--- config.mk ---
export PLATFORM = sky130hd
export DESIGN_NAME = digit_scan_ctrl
export DESIGN_NICKNAME = d
export VERILOG_FILES = /design/src/rtl/digit_scan_ctrl.sv
export SDC_FILE = /design/constraint.sdc
export NUM_CORES = 1
export LEC_CHECK = 0
export CAP_MARGIN = 25
export CORE_MARGIN = 4
export CORE_UTILIZATION = 50
export CTS_BUF_LIST = sky130_fd_sc_hd__clkbuf_8
export DETAILED_ROUTE_END_ITERATION = 7
export PLACE_DENSITY = 0.77
export SETUP_SLACK_MARGIN = 0.2
export SLEW_MARGIN = 30
export SYNTH_ARGS = -nofsm -noshare
export SYNTH_HDL_FRONTEND = slang
export SYNTH_SLANG_ARGS = --single-unit
--- constraint.sdc ---
create_clock -name clk -period 6.5 [get_ports clk]
set_input_delay 1.3 -clock clk [delete_from_list [all_inputs] [get_ports clk]]
set_output_delay 1.3 -clock clk [all_outputs]
set_load 0.05 [all_outputs]
--- src/rtl/digit_scan_ctrl.sv ---
// ---------------------------------------------------------------------------
// digit_scan_ctrl
//
// Time-multiplexed scan controller for a 4-digit display. It steps a 2-bit
// digit select through slots 0..3. Each slot starts with a blanking window
// in which the decoder enable is held low to suppress ghosting. Display
// values are double-buffered. A load goes into a shadow register and is
// copied to the active register only at a frame start, so one frame never
// mixes digits from two different values.
//
// Parameters:
//   DWELL      - clock cycles per digit slot, blanking included (2..65535)
//   BLANK      - blanking cycles at the start of each slot (1..DWELL-1)
//
// Ports:
//   clk        - system clock, rising edge
//   rst        - synchronous active-high reset
//   run        - level: 1 = scanning, 0 = idle
//   load       - single-cycle strobe: capture data_in into the shadow register
//   data_in    - 16-bit display value, digit k = data_in[4k+3:4k]
//   sel        - digit select code to the 2-to-4 decoder
//   sel_en     - decoder enable, low during blanking and idle
//   nibble     - active digit for the current sel, valid while sel_en=1
//   frame_done - one-cycle pulse when slot 3 wraps to slot 0
//   load_ack   - one-cycle pulse when shadow is copied to active
// ---------------------------------------------------------------------------
module digit_scan_ctrl #(
    parameter int DWELL = 8,
    parameter int BLANK = 2
) (
    input  logic        clk,
    input  logic        rst,
    input  logic        run,
    input  logic        load,
    input  logic [15:0] data_in,
    output logic [1:0]  sel,
    output logic        sel_en,
    output logic [3:0]  nibble,
    output logic        frame_done,
    output logic        load_ack
);

    typedef enum logic {
        IDLE,
        SCAN
    } state_t;

    state_t      state_q, state_d;
    logic [15:0] cnt_q, cnt_d;
    logic [1:0]  sel_q, sel_d;
    logic        selEn_q, selEn_d;
    logic [3:0]  nibble_q, nibble_d;
    logic        frameDone_q, frameDone_d;
    logic        loadAck_q, loadAck_d;
    logic [15:0] active_q, active_d;
    logic [15:0] shadow_q, shadow_d;
    logic        pending_q, pending_d;

    // Asserted for the cycle that leads into a frame start or a slot start
    logic        frameStart;
    logic        slotStart;

    // State and output registers. Reset is synchronous and clears every
    // register, a pending load included.
    always_ff @(posedge clk) begin
        if (rst) begin
            state_q     <= IDLE;
            cnt_q       <= '0;
            sel_q       <= '0;
            selEn_q     <= 1'b0;
            nibble_q    <= '0;
            frameDone_q <= 1'b0;
            loadAck_q   <= 1'b0;
            active_q    <= '0;
            shadow_q    <= '0;
            pending_q   <= 1'b0;
        end else begin
            state_q     <= state_d;
            cnt_q       <= cnt_d;
            sel_q       <= sel_d;
            selEn_q     <= selEn_d;
            nibble_q    <= nibble_d;
            frameDone_q <= frameDone_d;
            loadAck_q   <= loadAck_d;
            active_q    <= active_d;
            shadow_q    <= shadow_d;
            pending_q   <= pending_d;
        end
    end

    // Next-state logic. The outputs are registered, so every value computed
    // here is what the outputs show in the cycle after the edge.
    always_comb begin
        state_d     = state_q;
        cnt_d       = cnt_q;
        sel_d       = sel_q;
        selEn_d     = selEn_q;
        nibble_d    = nibble_q;
        frameDone_d = 1'b0;
        loadAck_d   = 1'b0;
        active_d    = active_q;
        shadow_d    = shadow_q;
        pending_d   = pending_q;
        frameStart  = 1'b0;
        slotStart   = 1'b0;

        if (!run) begin
            // Dropping run abandons the partial frame without a frame_done.
            state_d = IDLE;
            cnt_d   = '0;
            sel_d   = '0;
            selEn_d = 1'b0;
        end else if (state_q == IDLE) begin
            // Entering SCAN starts a new frame but is not a frame boundary.
            state_d    = SCAN;
            cnt_d      = '0;
            sel_d      = '0;
            selEn_d    = 1'b0;
            frameStart = 1'b1;
            slotStart  = 1'b1;
        end else if (cnt_q == 16'(DWELL - 1)) begin
            cnt_d     = '0;
            sel_d     = sel_q + 2'd1;
            selEn_d   = 1'b0;
            slotStart = 1'b1;
            if (sel_q == 2'd3) begin
                frameStart  = 1'b1;
                frameDone_d = 1'b1;
            end
        end else begin
            cnt_d   = cnt_q + 16'd1;
            selEn_d = (cnt_d >= 16'(BLANK));
        end

        // The transfer uses the shadow value held before this edge. A load
        // in the same cycle refills shadow and keeps pending set, so the
        // new value waits for the next frame start.
        if (frameStart && pending_q) begin
            active_d  = shadow_q;
            pending_d = 1'b0;
            loadAck_d = 1'b1;
        end

        if (load) begin
            shadow_d  = data_in;
            pending_d = 1'b1;
        end

        // The nibble is latched during blanking from the post-transfer
        // value, so it is stable for the whole enabled window.
        if (slotStart) begin
            case (sel_d)
                2'd0:    nibble_d = active_d[3:0];
                2'd1:    nibble_d = active_d[7:4];
                2'd2:    nibble_d = active_d[11:8];
                default: nibble_d = active_d[15:12];
            endcase
        end
    end

    assign sel        = sel_q;
    assign sel_en     = selEn_q;
    assign nibble     = nibble_q;
    assign frame_done = frameDone_q;
    assign load_ack   = loadAck_q;

endmodule
Word level (Yosys, flattened, before mapping)
Cells that the tools add are included.
- input port bits: 20
- register bits: 59
- logic and storage cells: 40
- magnitude comparators: 1
- reductions and logical operators: 5
- multiplexer cells: 16
- bitwise gates (word level): 2
- equality and inequality tests: 4
- add/subtract/negate cells: 2
- operators by type and width (operator ; count):
    $add 16x1->16 const B ; 1
    $eq 16x3->1 const B ; 1
    $ge 16x2->1 const B ; 1
    $mux 16 ; 1
    $pmux 4 s3 ; 1
    $mux 1 ; 11
    $mux 2 ; 3
    $eq 2x2->1 const B ; 2
    $reduce_or 4->1 ; 1
    $reduce_or 3->1 ; 1
    $add 2x1->2 const B ; 1
    $eq 2x1->1 const B ; 1
    $logic_not 2->1 ; 1
    $not 1->1 ; 2
    $reduce_bool 2->1 ; 1
    $logic_and 1x1->1 ; 1

Depth between registers and ports, before layout
- word-level depth: 8
- gate-level depth with buffers: 8

Worst setup path after synthesis
No wires, ideal clock.
- path kind: input to register
- start: in run
- end: reg nibble_q[0], in the netlist nibble[0]
- path buffers: 1
- stages: 7
- slack: 3820 ps
- data arrival time: 2563 ps
- setup time: 117 ps
- cells stage by stage: nand2_1 > or2_2 > o21a_2 > buf_6 > a221oi_1 > a221oi_1 > a22o_1
- word-level cells in the longest chain between the ends: 4
- elaborated cells between the ends (all ways): 9
- ends and longest elaborated chain (item ; line ; RTL):
    start, declared ; 33 ; input logic run,
    $mux 1 ; 107 ; if (!run) begin
    $logic_and 1x1->1 ; 138 ; if (frameStart && pending_q) begin
    $mux 16 ; 138 ;
    $pmux 4 s3 ; 152 ; case (sel_d)
    end signal, assigned ; 82 ; nibble_q <= nibble_d;
    end, declared ; 52 ; logic [3:0] nibble_q, nibble_d;
Several ways; a longest one is shown, not always the timed one.
A chain may end at the register's enable or synchronous reset.

Final worst setup path
- start: in run
- end: reg nibble_q[1], in the netlist nibble[1]
The elaborated chain is that of the path after synthesis.

==> results.json <==
{
  "num-fill-cells": 479,
  "fin_ws_ns": 3.393,
  "postCtsResizedCells": 0,
  "met2_usage_pct": 32.35,
  "core_area_um2": 5140,
  "min_path_type": "flip-flop to flip-flop",
  "rr_worst_depth": 7,
  "period_share_pct": 47.80,
  "grt_pass1_vias": 2115,
  "initial_core_util_pct": 51.75,
  "drive_gt1_share_pct": 8.125,
  "max_freq_ghz": 0.3219,
  "num-nets-final": 338,
  "yosys_warnings": 0,
  "rsz0062_at_grt": "false",
  "gp_congestion": 0.8593,
  "hold_buffers": 0,
  "io_pins": 29,
  "synth_edf_count": 0,
  "antenna_found_initial": 0,
  "clk_pin_slew_ns": 0.07,
  "syn-num-nets": 318,
  "r2r_end": "nibble[3]$_SDFFE_PP0P_",
  "clockBufferDepth": 2,
  "via_count": 2185,
  "synth_cell_types": 50,
  "fin_cells": 390,
  "peakVddDrop_mv": 0.3028,
  "h-tree-depth": 3,
  "ys_ff_latch": 59,
  "synthCells": 295,
  "ys.flop_type": "dfxtp_1",
  "cts_root_buffer": "clkbuf_8",
  "cts_tree": "done",
  "async_flop_share_pct": 0,
  "hold_viol": 0,
  "cts_sinks": 59,
  "finClkSkew_ns": 0.005419,
  "p_leak_nw": 1.181,
  "dp.cells": 374,
  "die-area_um2": 6551,
  "rrSetupSlack_ns": 4.02,
  "syn_area_per_cell_um2": 9.017,
  "power_density_nw_per_um2": 259.5,
  "crit_end": "nibble[1]$_SDFFE_PP0P_",
  "dr.pass1.iters": 4,
  "syn_area_um2": 2660,
  "p_sw_share_pct": 21.21,
  "crit_path_start": "run",
  "fin_crit_ns": 3.107,
  "grt_usage_pct": 19.57,
  "grt_pass1_wl_um": 9839,
  "setup_viol": 0,
  "p_seq_share_pct": 45.8,
  "startpoint_type": "input port",
  "yosysTopAreaCell": "dfxtp_1",
  "overflow": 0,
  "die_h_um": 80.94,
  "path_class": "input port to flip-flop",
  "synth_top_area_share_pct": 44.40,
  "ant_nets": 0,
  "die_x_um": 80.94,
  "io_buffers": 28,
  "timing.rr.start": "cnt_q[0]$_SDFF_PP0_",
  "synth-seq-area-share_pct": 44.40,
  "post-dp-hpwl_um": 4085,
  "cp.arrival_ns": 3.34,
  "drv_cap": 0,
  "dpl_worst_slack_ns": 3.078,
  "drcViolationCount": 0,
  "final.setup.tns_ns": 0,
  "status": "completed",
  "vias_per_cell": 5.603,
  "critical_path.max_fanout": 13,
  "clkPwrFrac_pct": 48.7,
  "rows": 26,
  "critPathRequiredTime_ns": 6.73,
  "routed_wl_um": 5800,
  "cts_buffers": 9,
  "grt_util_met1_pct": 23.64,
  "grtUsageMet3_pct": 6.984,
  "power.internal_uw": 646.0,
  "utilization_pct": 61.47,
  "insertion_delay_ns": 0.34,
  "worst_slew_pin_slew_ns": 0.8319,
  "net-switching-power_uw": 173.9,
  "combPwrFrac_pct": 5.4,
  "synth_area_leaders": "dfxtp_1 (44%), mux2i_1 (9.4%), nor2_1 (7.6%), xnor2_1 (3.0%), xor2_1 (3.0%)",
  "antennaDiodeCount": 0,
  "wl_per_cell_um": 14.87,
  "slew_violations": 0,
  "first_iter_violations": 100,
  "cp-end-kind": "flip-flop",
  "grt_start_max_net_pins": 40,
  "slew_headroom_pct": 43.95,
  "grt-busiest-layer": "met2",
  "cts_setup_buffers": 0,
  "syn_to_final_growth_pct": 18.77
}
-- synth_stat cells (all sizes together) (2+ instances only) --
master   n
dfxtp   59
a21boi   2
xor2     9
nand4    6
inv      4
nor3    11
a32oi    3
xnor2    9
nand3   14
ha       3
and2     2
and4bb   2
buf     12
a221oi   5
nand2   20
mux2i   25
a21oi   11
nor4     6
nor2    54
a22o     2
a32o     2
clkbuf   8
o21ai    9
-- power by group through the flow --
stage          clock, mW  sequential (mW)  combinational, mW
2_1_floorplan          0            0.383             0.0254
3_3_place_gp           0            0.384             0.0437
3_5_place_dp           0            0.384             0.0452
4_1_cts            0.407            0.376             0.0455
5_1_grt            0.427            0.377             0.0488
6_report           0.399            0.376             0.0446
-- metal layers --
metal  routed length, µm  part of all wire (%)
met4                  58                   1.0
met1                2595                    45
met3                 245                   4.2
met2                2901                    50
met5                   0                     0
-- registers in the layout, indices dropped and copies added (netlist names) --
| signal | flops |
|---|---|
| active_q | 16 |
| cnt_q | 16 |
| sel | 2 |
| frame_done | 1 |
| state_q | 1 |
| nibble | 4 |
| shadow_q | 16 |
| load_ack | 1 |
| sel_en | 1 |
| pending_q | 1 |
-- placed cells by master (no fill, tap or decap), drive strengths merged, types with 2 or more instances in the layout --
| master | netlist | routed |
|---|---|---|
| ha | 3 | 3 |
| clkinv | 0 | 3 |
| a221oi | 5 | 5 |
| nand3 | 14 | 14 |
| a21boi | 2 | 2 |
| bufinv | 0 | 3 |
| buf | 12 | 2 |
| xnor2 | 9 | 9 |
| a22o | 2 | 2 |
| nand2 | 20 | 20 |
| nand4 | 6 | 6 |
| a32o | 2 | 2 |
| mux2i | 25 | 25 |
| clkdlybuf4s50 | 0 | 27 |
| a32oi | 3 | 3 |
| and2 | 2 | 2 |
| and4bb | 2 | 2 |
| inv | 4 | 4 |
| o21ai | 9 | 9 |
| dfxtp | 59 | 59 |
| clkbuf | 8 | 9 |
| nor4 | 6 | 6 |
| nor3 | 11 | 11 |
| xor2 | 9 | 9 |
| nor2 | 54 | 54 |
| a21oi | 11 | 11 |
-- how the worst min path moves through the flow --
stage	cells past startpoint	slack, ns	endpoint	from
finish	2	0.47	active_q[7]$_SDFF_PP0_	active_q[7]$_SDFF_PP0_
global route	2	0.49	active_q[7]$_SDFF_PP0_	active_q[7]$_SDFF_PP0_
CTS	2	0.47	active_q[7]$_SDFF_PP0_	active_q[7]$_SDFF_PP0_
detailed placement	2	0.46	active_q[7]$_SDFF_PP0_	active_q[7]$_SDFF_PP0_
global placement	1	0.45	cnt_q[0]$_SDFF_PP0_	cnt_q[0]$_SDFF_PP0_
floorplan	1	0.43	cnt_q[0]$_SDFF_PP0_	cnt_q[0]$_SDFF_PP0_
-- metrics by stage --
step	power (mW)	area (µm²)	hold WS, ns
after global routing	0.8519	3159	0.4943
after floorplan	0.4089	2660	0.4334
after detailed placement	0.4292	2924	0.4603
after global placement	0.4275	2924	0.4490
final	0.8199	3159	0.4716
after CTS	0.8284	3164	0.4699
-- final cells by class --
cell class	count	area (µm²)	share of cell area [%]
well taps	70	87.58	2.772
repair buffers	29	282.8	8.950
flip-flops and latches	59	1181	37.39
clock buffers	9	123.9	3.921
inverters	4	15.01	0.4752
clock inverters	7	116.4	3.683
multi-input cells	212	1353	42.81
-- critical path, stage by stage --
cell and delay [ns]:
clkdlybuf4s50_1 0.58, nand2_1 0.17, or2_2 0.32, o21a_2 0.24, a221oi_1 0.35, a221oi_1 0.13, a22o_1 0.23
-- cell families (layout without fill, tap and decap cells) --
logic type,count (synthesis),after routing,share of synthesized area [%]
AOI/OAI and AO/OA,41,41,10.96
xor gates and xnor gates,18,18,5.927
adders and majority gates,3,3,1.411
buffers and inverters,24,49,4.750
DFF,59,59,44.40
muxes,25,25,9.407
and+or+nand+nor,125,125,23.14
Note: power is estimated with default switching activity, not from simulation.
